==> config.mk <==
export PLATFORM = sky130hd
export DESIGN_NAME = feature_buffer_ctrl
export DESIGN_NICKNAME = d
export VERILOG_FILES = /design/src/rtl/feature_buffer_ctrl.sv
export SDC_FILE = /design/constraint.sdc
export NUM_CORES = 1
export LEC_CHECK = 0
export ABC_CLOCK_PERIOD_IN_PS = 2200
export BUFFER_PORTS_ARGS = -buffer_cell sky130_fd_sc_hd__buf_2
export CORE_MARGIN = 5
export CORE_UTILIZATION = 48
export CTS_BUF_LIST = sky130_fd_sc_hd__clkbuf_16
export CTS_CLUSTER_DIAMETER = 150
export DETAILED_ROUTE_END_ITERATION = 10
export MAX_ROUTING_LAYER = met4
export PLACE_DENSITY = 0.76
export SETUP_SLACK_MARGIN = 0.1
export SLEW_MARGIN = 40
export SYNTH_ARGS = -nofsm -noshare
export SYNTH_HDL_FRONTEND = slang
export SYNTH_SLANG_ARGS = --single-unit
==> constraint.sdc <==
create_clock -name clk -period 2.2 [get_ports clk]
set_input_delay 0 -clock clk [delete_from_list [all_inputs] [get_ports clk]]
set_output_delay 0 -clock clk [all_outputs]
set_load 0.1 [all_outputs]
==> src/rtl/feature_buffer_ctrl.sv <==
// feature_buffer_ctrl: ping-pong capture of classifier vectors into a shared BRAM with PS readback arbitration.
// Define FEATBUF_DROP_CNT_EN to implement the dropped-vector counter; otherwise drop_cnt is tied to 0.
module feature_buffer_ctrl #(
  parameter int DATA_W = 8,
  parameter int OFS_W = 9
) (
  input  logic              clk,
  input  logic              rst,
  input  logic              valid_in,
  input  logic [DATA_W-1:0] data_in,
  output logic [OFS_W:0]    bram_addr,
  output logic [DATA_W-1:0] bram_din,
  input  logic [DATA_W-1:0] bram_dout,
  output logic              bram_en,
  output logic              bram_we,
  input  logic              ps_req,
  input  logic [OFS_W-1:0]  ps_addr,
  output logic              ps_ack,
  output logic [DATA_W-1:0] ps_rdata,
  output logic              ps_rvalid,
  input  logic              ps_done,
  output logic              vec_ready,
  output logic              rd_bank,
  output logic [OFS_W:0]    vec_len,
  output logic              irq,
  output logic [15:0]       drop_cnt
);
  typedef enum logic [1:0] {B_FREE, B_FILL, B_FULL} bank_t;
  typedef enum logic [1:0] {IDLE, WRITE, DROP, WAIT_LOW} wst_t;
  localparam logic [OFS_W:0] DEPTH = {1'b1, {OFS_W{1'b0}}};
  wst_t st;
  bank_t bs [2];
  logic [OFS_W:0] len [2];
  logic [OFS_W:0] cnt;
  logic wb, last_c, rd_p1, rd_p2;
  logic [1:0] full;
  logic any_free, free_b, pres_b;
  assign full = {bs[1] == B_FULL, bs[0] == B_FULL};
  assign any_free = bs[0] == B_FREE || bs[1] == B_FREE;
  assign free_b = bs[0] != B_FREE;
  // With both banks waiting, the older commit goes first.
  assign pres_b = &full ? ~last_c : full[1];
  assign ps_ack = ps_req & vec_ready & ~valid_in & ~rst;
`ifndef FEATBUF_DROP_CNT_EN
  assign drop_cnt = '0;
`endif
  always_ff @(posedge clk) begin
    if (rst) begin
      st <= WAIT_LOW;
      bs[0] <= B_FREE;
      bs[1] <= B_FREE;
      len[0] <= '0;
      len[1] <= '0;
      cnt <= '0;
      wb <= 1'b0;
      last_c <= 1'b0;
      rd_p1 <= 1'b0;
      rd_p2 <= 1'b0;
      bram_addr <= '0;
      bram_din <= '0;
      bram_en <= 1'b0;
      bram_we <= 1'b0;
      ps_rdata <= '0;
      ps_rvalid <= 1'b0;
      vec_ready <= 1'b0;
      rd_bank <= 1'b0;
      vec_len <= '0;
      irq <= 1'b0;
`ifdef FEATBUF_DROP_CNT_EN
      drop_cnt <= '0;
`endif
    end else begin
      bram_en <= 1'b0;
      bram_we <= 1'b0;
      irq <= 1'b0;
      rd_p1 <= ps_ack;
      rd_p2 <= rd_p1;
      ps_rvalid <= rd_p2;
      if (rd_p2) ps_rdata <= bram_dout;
      if (ps_ack) begin
        bram_en <= 1'b1;
        bram_addr <= {rd_bank, ps_addr};
      end
      case (st)
        IDLE: if (valid_in) begin
          if (any_free) begin
            bs[free_b] <= B_FILL;
            wb <= free_b;
            cnt <= 1;
            bram_en <= 1'b1;
            bram_we <= 1'b1;
            bram_addr <= {free_b, {OFS_W{1'b0}}};
            bram_din <= data_in;
            st <= WRITE;
          end else st <= DROP;
        end
        WRITE: if (valid_in) begin
          if (cnt != DEPTH) begin
            bram_en <= 1'b1;
            bram_we <= 1'b1;
            bram_addr <= {wb, cnt[OFS_W-1:0]};
            bram_din <= data_in;
            cnt <= cnt + 1'b1;
          end
        end else begin
          bs[wb] <= B_FULL;
          len[wb] <= cnt;
          last_c <= wb;
          st <= IDLE;
        end
        DROP: if (!valid_in) begin
`ifdef FEATBUF_DROP_CNT_EN
          if (drop_cnt != 16'hFFFF) drop_cnt <= drop_cnt + 16'd1;
`endif
          st <= IDLE;
        end
        default: if (!valid_in) st <= IDLE;
      endcase
      if (vec_ready && ps_done) begin
        bs[rd_bank] <= B_FREE;
        vec_ready <= 1'b0;
      end else if (!vec_ready && |full) begin
        vec_ready <= 1'b1;
        rd_bank <= pres_b;
        vec_len <= len[pres_b];
        irq <= 1'b1;
      end
    end
  end
endmodule

After elaboration in Yosys (flattened, before gate mapping)
Memory sizes are Yosys's and may differ from the RTL's. A register that Yosys moved wholly into a read port is not among the register bits.
Index checks and enable logic that the tools add are counted.
Widths: inputs -> output; s select.
{"block": "word_totals", "input_bits": 30, "mem_count": 2, "word_cells": 112, "ramBits": 24, "output_inout_bits": 59, "register_bits": 48}
{"block": "op_classes", "n_eq_ne": 9, "n_bitwise": 7, "n_reduce_logical": 21, "addsub": 1, "n_mux": 57}
{"memory": "len", "depth": 2, "word_bits": 10, "rd": 1, "rd_ports_with_merged_regs": 1, "write_ports": 2, "line_no": "33", "source": "logic [OFS_W:0] len [2];"}
{"memory": "bs", "depth": 2, "word_bits": 2, "rd": 2, "rd_ports_with_merged_regs": 0, "write_ports": 2, "line_no": "32", "source": "bank_t bs [2];"}
{"op": "$mux 10", "n": 10}
{"op": "$pmux 10 s2", "n": 2}
{"op": "$mux 8", "n": 4}
{"op": "$mux 1", "n": 31}
{"op": "$pmux 8 s2", "n": 1}
{"op": "$mux 2", "n": 7}
{"op": "$add 10x1->10 const B", "n": 1}
{"op": "$ne 10x10->1 const B", "n": 1}
{"op": "$reduce_or 10->1", "n": 1}
{"op": "$reduce_or 2->1", "n": 5}
{"op": "$ne 2x2->1 const B", "n": 4}
{"op": "$reduce_and 2->1", "n": 4}
{"op": "$logic_not 2->1", "n": 3}
{"op": "$reduce_and 5->1", "n": 1}
{"op": "$eq 2x2->1 const B", "n": 2}
{"op": "$not 1->1", "n": 4}
{"op": "$pmux 1 s2", "n": 2}
{"op": "$reduce_bool 2->1", "n": 2}
{"op": "$and 1x1->1", "n": 3}
{"op": "$reduce_and 3->1", "n": 1}
{"op": "$eq 2x1->1 const B", "n": 1}
{"op": "$logic_and 1x1->1", "n": 2}
{"op": "$ne 2x1->1 const B", "n": 1}
{"op": "$logic_not 1->1", "n": 1}
{"op": "$logic_or 1x1->1", "n": 1}

Longest topological paths before layout
An unclocked memory read counts as a cell.
{"block": "logic_depth", "depth_word": 11, "ltp_mapped": 8, "depth_no_buf": 6}

Worst setup path after synthesis
OpenSTA, ideal clock, no wires.
{"block": "synth_path", "path_kind": "flip-flop to flip-flop", "from": "reg vec_ready", "to": "reg bram_addr[1]", "t_required_ns": 2.063, "period_less_slack_ns": 2.426, "t_arrival_ns": 2.289, "path_buffers": 1, "setup_ns": 0.137, "stages_incl_launch_ff": 5, "slack_ns": -0.226, "cell_sequence": "dfxtp_1 -> and4bb_2 -> buf_2 -> mux2i_1 -> o2bb2ai_1"}
{"block": "synth_between", "elab_chain_cells": 7, "word_cells_on_any_way": 9, "cone_classes": "mux: 6; bitwise: 3"}
{"element": "from (decl)", "line_no": "22", "source": "output logic vec_ready,"}
{"element": "from (signal assigned)", "line_no": "65", "source": "vec_ready <= 1'b0;"}
{"element": "from (signal assigned)", "line_no": "121", "source": "vec_ready <= 1'b0;"}
{"element": "from (signal assigned)", "line_no": "123", "source": "vec_ready <= 1'b1;"}
{"element": "$and 1x1->1 (*) (3 in a row)", "line_no": "43", "source": "assign ps_ack = ps_req & vec_ready & ~valid_in & ~rst;"}
{"element": "via ps_ack", "line_no": "18", "source": "output logic ps_ack,"}
{"element": "$mux 10 (*)", "line_no": "80", "source": "if (ps_ack) begin"}
{"element": "$mux 10, on equally long branches", "line_no": "98, 86"}
{"element": "$mux 10, on equally long branches", "line_no": "97, 85"}
{"element": "$pmux 10 s2 (*)", "line_no": "84", "source": "case (st)"}
{"element": "to (signal assigned)", "line_no": "82", "source": "bram_addr <= {rd_bank, ps_addr};"}
{"element": "to (signal assigned)", "line_no": "92", "source": "bram_addr <= {free_b, {OFS_W{1'b0}}};"}
{"element": "to (signal assigned)", "line_no": "101", "source": "bram_addr <= {wb, cnt[OFS_W-1:0]};"}
{"element": "to (decl)", "line_no": "11", "source": "output logic [OFS_W:0] bram_addr,"}
The timed path passes the listed nets; every way through them passes the cells marked *.
A chain may end at the register's enable or synchronous reset.

Final worst setup path
{"block": "layout_path", "from": "reg st[0]", "to": "reg cnt[9]"}
{"block": "layout_between", "elab_chain_cells": 3, "word_cells_on_any_way": 9, "cone_classes": "eq/ne: 5; mux: 1; reduce/logical: 3"}
{"element": "from (decl)", "line_no": "31", "source": "wst_t st;"}
{"element": "from (signal assigned)", "line_no": "49", "source": "st <= WAIT_LOW;"}
{"element": "from (signal assigned)", "line_no": "94", "source": "st <= WRITE;"}
{"element": "from (signal assigned)", "line_no": "95", "source": "end else st <= DROP;"}
{"element": "$eq 2x1->1 or $logic_not 2->1 (tied branches)", "line_no": "84"}
{"element": "$ne 2x2->1 (no source line) or $reduce_bool 2->1 (tied branches)"}
{"element": "$reduce_and 5->1 (no source line)"}
{"element": "to (signal assigned)", "line_no": "103", "source": "cnt <= cnt + 1'b1;"}
{"element": "to (decl)", "line_no": "34", "source": "logic [OFS_W:0] cnt;"}
Parallel ways exist; a longest one is shown, timed or not.

==> impl_metrics.ini <==
[setup_path]
cp.required_ns = 2.39
rr_endpoint = cnt[9]
crit_end = cnt[9]
worstSetupStartpoint = st[0]
rr_startpoint = st[0]
cp-end-kind = flop
ff2ff_path_depth = 6
r2r_slack_ns = 0.25
critPathKind = reg -> reg
crit_arrival_ns = 2.14
worstPathMaxFanout = 5
start_kind = flop

[synth]
synth.top_cell.area_share_pct = 34.2
ys_seq_elements = 82
yosysWarningCount = 0
synth_area_leaders = dfxtp_1 34%, edfxtp_1 17%, mux2i_1 8.8%
synth_edf_count = 20
ys_async_sr_fraction_pct = 0
synth-main-ff-cell = dfxtp_1
ys_seq_area_share_pct = 50.7
yosysTopAreaCell = dfxtp_1
ys_types = 50
avgSynthCellArea_um2 = 10.2
synth_area_mm2 = 0.00363
syn_inst = 356

[floorplan]
core-area_mm2 = 0.00733
dieArea_mm2 = 0.00941
die_x_um = 97.0
io_pins = 89
start_util_pct = 49.6
rows = 31
die_h_um = 97.0

[clock_network]
clk_latency_ns = 0.33
post_cts_resized = 0
cts_buffer_depth = 2
cts-htree-levels = 3
cts_root_buffer = clkbuf_16
cts_tree = yes
cts_buffers = 9
cts.sinks = 82
cts.clk_slew.worst_paths_ns = 0.06

[pwr]
ir_worst_vdd_uv = 396
p_total_w = 0.00364
leakagePower_nw = 1.95
powerDensity_mw_per_mm2 = 783

[route]
drtIter0Drc = 162
vias = 2961
dr.max_layer_used = met4
wl_met3_um = 536
vias_per_cell = 5.22
detail_route.wl_per_cell_um = 14.6
drc = 0
drtAntennaViolNets = 0
drt-met1-wl_um = 3580
first_pass_iters = 4
routed_wl_um = 8260
wl_met2_um = 4000

[sta]
tightestPinTransition_ns = 0.653
setup-tns-final_ns = 0
skew_ns = 0.00658
setup_violations = 0
finalMaxSlewViolations = 0
rsz0062_at_grt = no
min_period_ns = 1.95
max_freq_mhz = 513
period_share_pct = 88.6
max_slew_margin_pct = 56.4
hold_slack_ns = 0.0212
hold_viol_final = 0

[global_routing]
grt.total_usage_pct = 18.3
grt_pass1_wl_um = 13900
antenna_found_initial = 0
grt-ovfl-total = 0
grt_max_degree = 26
grt_pass1_vias = 2846

[cells_and_area]
instances_no_fill = 567
drive_gt1_share_pct = 24.6
n_antenna_cell = 0
final_nets = 496
final_core_util_pct = 63.5
area_growth_pct = 28.1

[placed_design]
hpwl_um = 5550
place_inst = 523
portBuffers = 72
gp_congestion = 0.944

[worst_hold_path]
hold_path.class = in -> reg

[status]
status = finished clean

[job]
maxCapViolCount = 0
state kept, by name (all words and copies together), names as in the netlist:
signal and count:
len 20, bram_addr 10, cnt 10, vec_len 10, bram_din 8, ps_rdata 8, bs 4, st 2
bram_en 1, bram_we 1, irq 1, last_c 1, ps_rvalid 1, rd_bank 1, rd_p1 1, rd_p2 1
vec_ready 1, wb 1
metrics by stage:
step,area [µm²],setup slack (ns)
final,4650,0.252
after global routing,4650,0.138
after CTS,4640,0.170
after detailed placement,4110,0.223
after global placement,4100,0.317
after floorplan,3690,0.150
worst min path at each step:
stage,startpoint,endpoint,cells past startpoint
after CTS,valid_in,rd_p1,2
after global placement,bram_dout[6],ps_rdata[6],3
after floorplan,ps_done,bs[1][0],1
after global routing,valid_in,rd_p1,2
final,valid_in,rd_p1,2
after detailed placement,bram_dout[3],ps_rdata[3],3
critical path: stages (launching register included):
cell	delay (ns)
dfxtp_1	0.34
nor2_1	0.08
ha_1	0.23
nor4bb_1	0.40
nand4_1	0.26
o311ai_0	0.38
o41ai_1	0.13
layout by cell type, fill, tap and decap left out, types with 13 or more instances in the layout:
cell           synthesis  routed
dfxtp_1               62      61
mux2i_1               32      32
inv_1                 11      13
nor2_1                31      31
buf_4                 17      19
nand3_1               13      13
dlygate4sd3_1          0      27
edfxtp_1              20      20
conb_1                 1      16
buf_2                  7      72
a21oi_1               17      16
synth_stat cells, types with 2 or more instances:
cell type	number
a21oi_1	17
inv_1	11
ha_1	3
and3_1	7
and2_1	12
buf_2	7
o311ai_0	3
o2bb2ai_1	9
buf_4	17
clkbuf_1	11
or3_1	4
nor3_1	9
nor2b_1	3
mux2i_1	32
or2_2	2
nor2_1	31
dfxtp_1	62
o41ai_1	3
nand3_1	13
o21bai_1	2
nor4bb_1	3
a221oi_1	2
edfxtp_1	20
buf_1	2
a311oi_1	2
nand2b_1	11
o21ai_0	5
o211ai_1	11
nand2_1	11
a211oi_1	11
per-layer routing:
layer,GRT usage (%),vias to the layer above
met5,-,-
met4,7.56,0
met3,4.17,11
met2,28.7,95
met1,22.8,1370
li1,-,1485
power by group:
group | switching (W) | internal, W | total, W
Combinational | 0.000534 | 0.000159 | 0.000693
Sequential | 0.0000277 | 0.00160 | 0.00163
Clock | 0.000567 | 0.000753 | 0.00132
kinds of logic after synthesis:
kind of cell             Yosys count  share of synthesized area [%]
adder cells (fa/ha/maj)            3                           1.03
flip-flops                        82                           50.7
AO/OA/AOI/OAI                     77                           15.5
buffers and inverters             48                           6.96
multiplexers                      32                           8.82
other                              1                          0.103
AND/OR/NAND/NOR                  113                           16.9
what timing repair did:
| item | 4_1_cts | 5_1_grt |
|---|---|---|
| setup endpoints to repair | 0 | 1 |
| hold buffers | 27 | 0 |
| buffers inserted | 0 | 1 |
| hold endpoints to repair | 28 | 0 |
layout make-up:
type                       count  area (µm²)
clock inverter                 7        40.0
sequential                    82        1840
multi-input combinational    241        1610
tap                           99         124
clock buffer                   9         225
timing repair buffer         118         773
inverter                      11        41.3
fill                         587        2680
No activity file was read; power rests on OpenSTA's default activity.
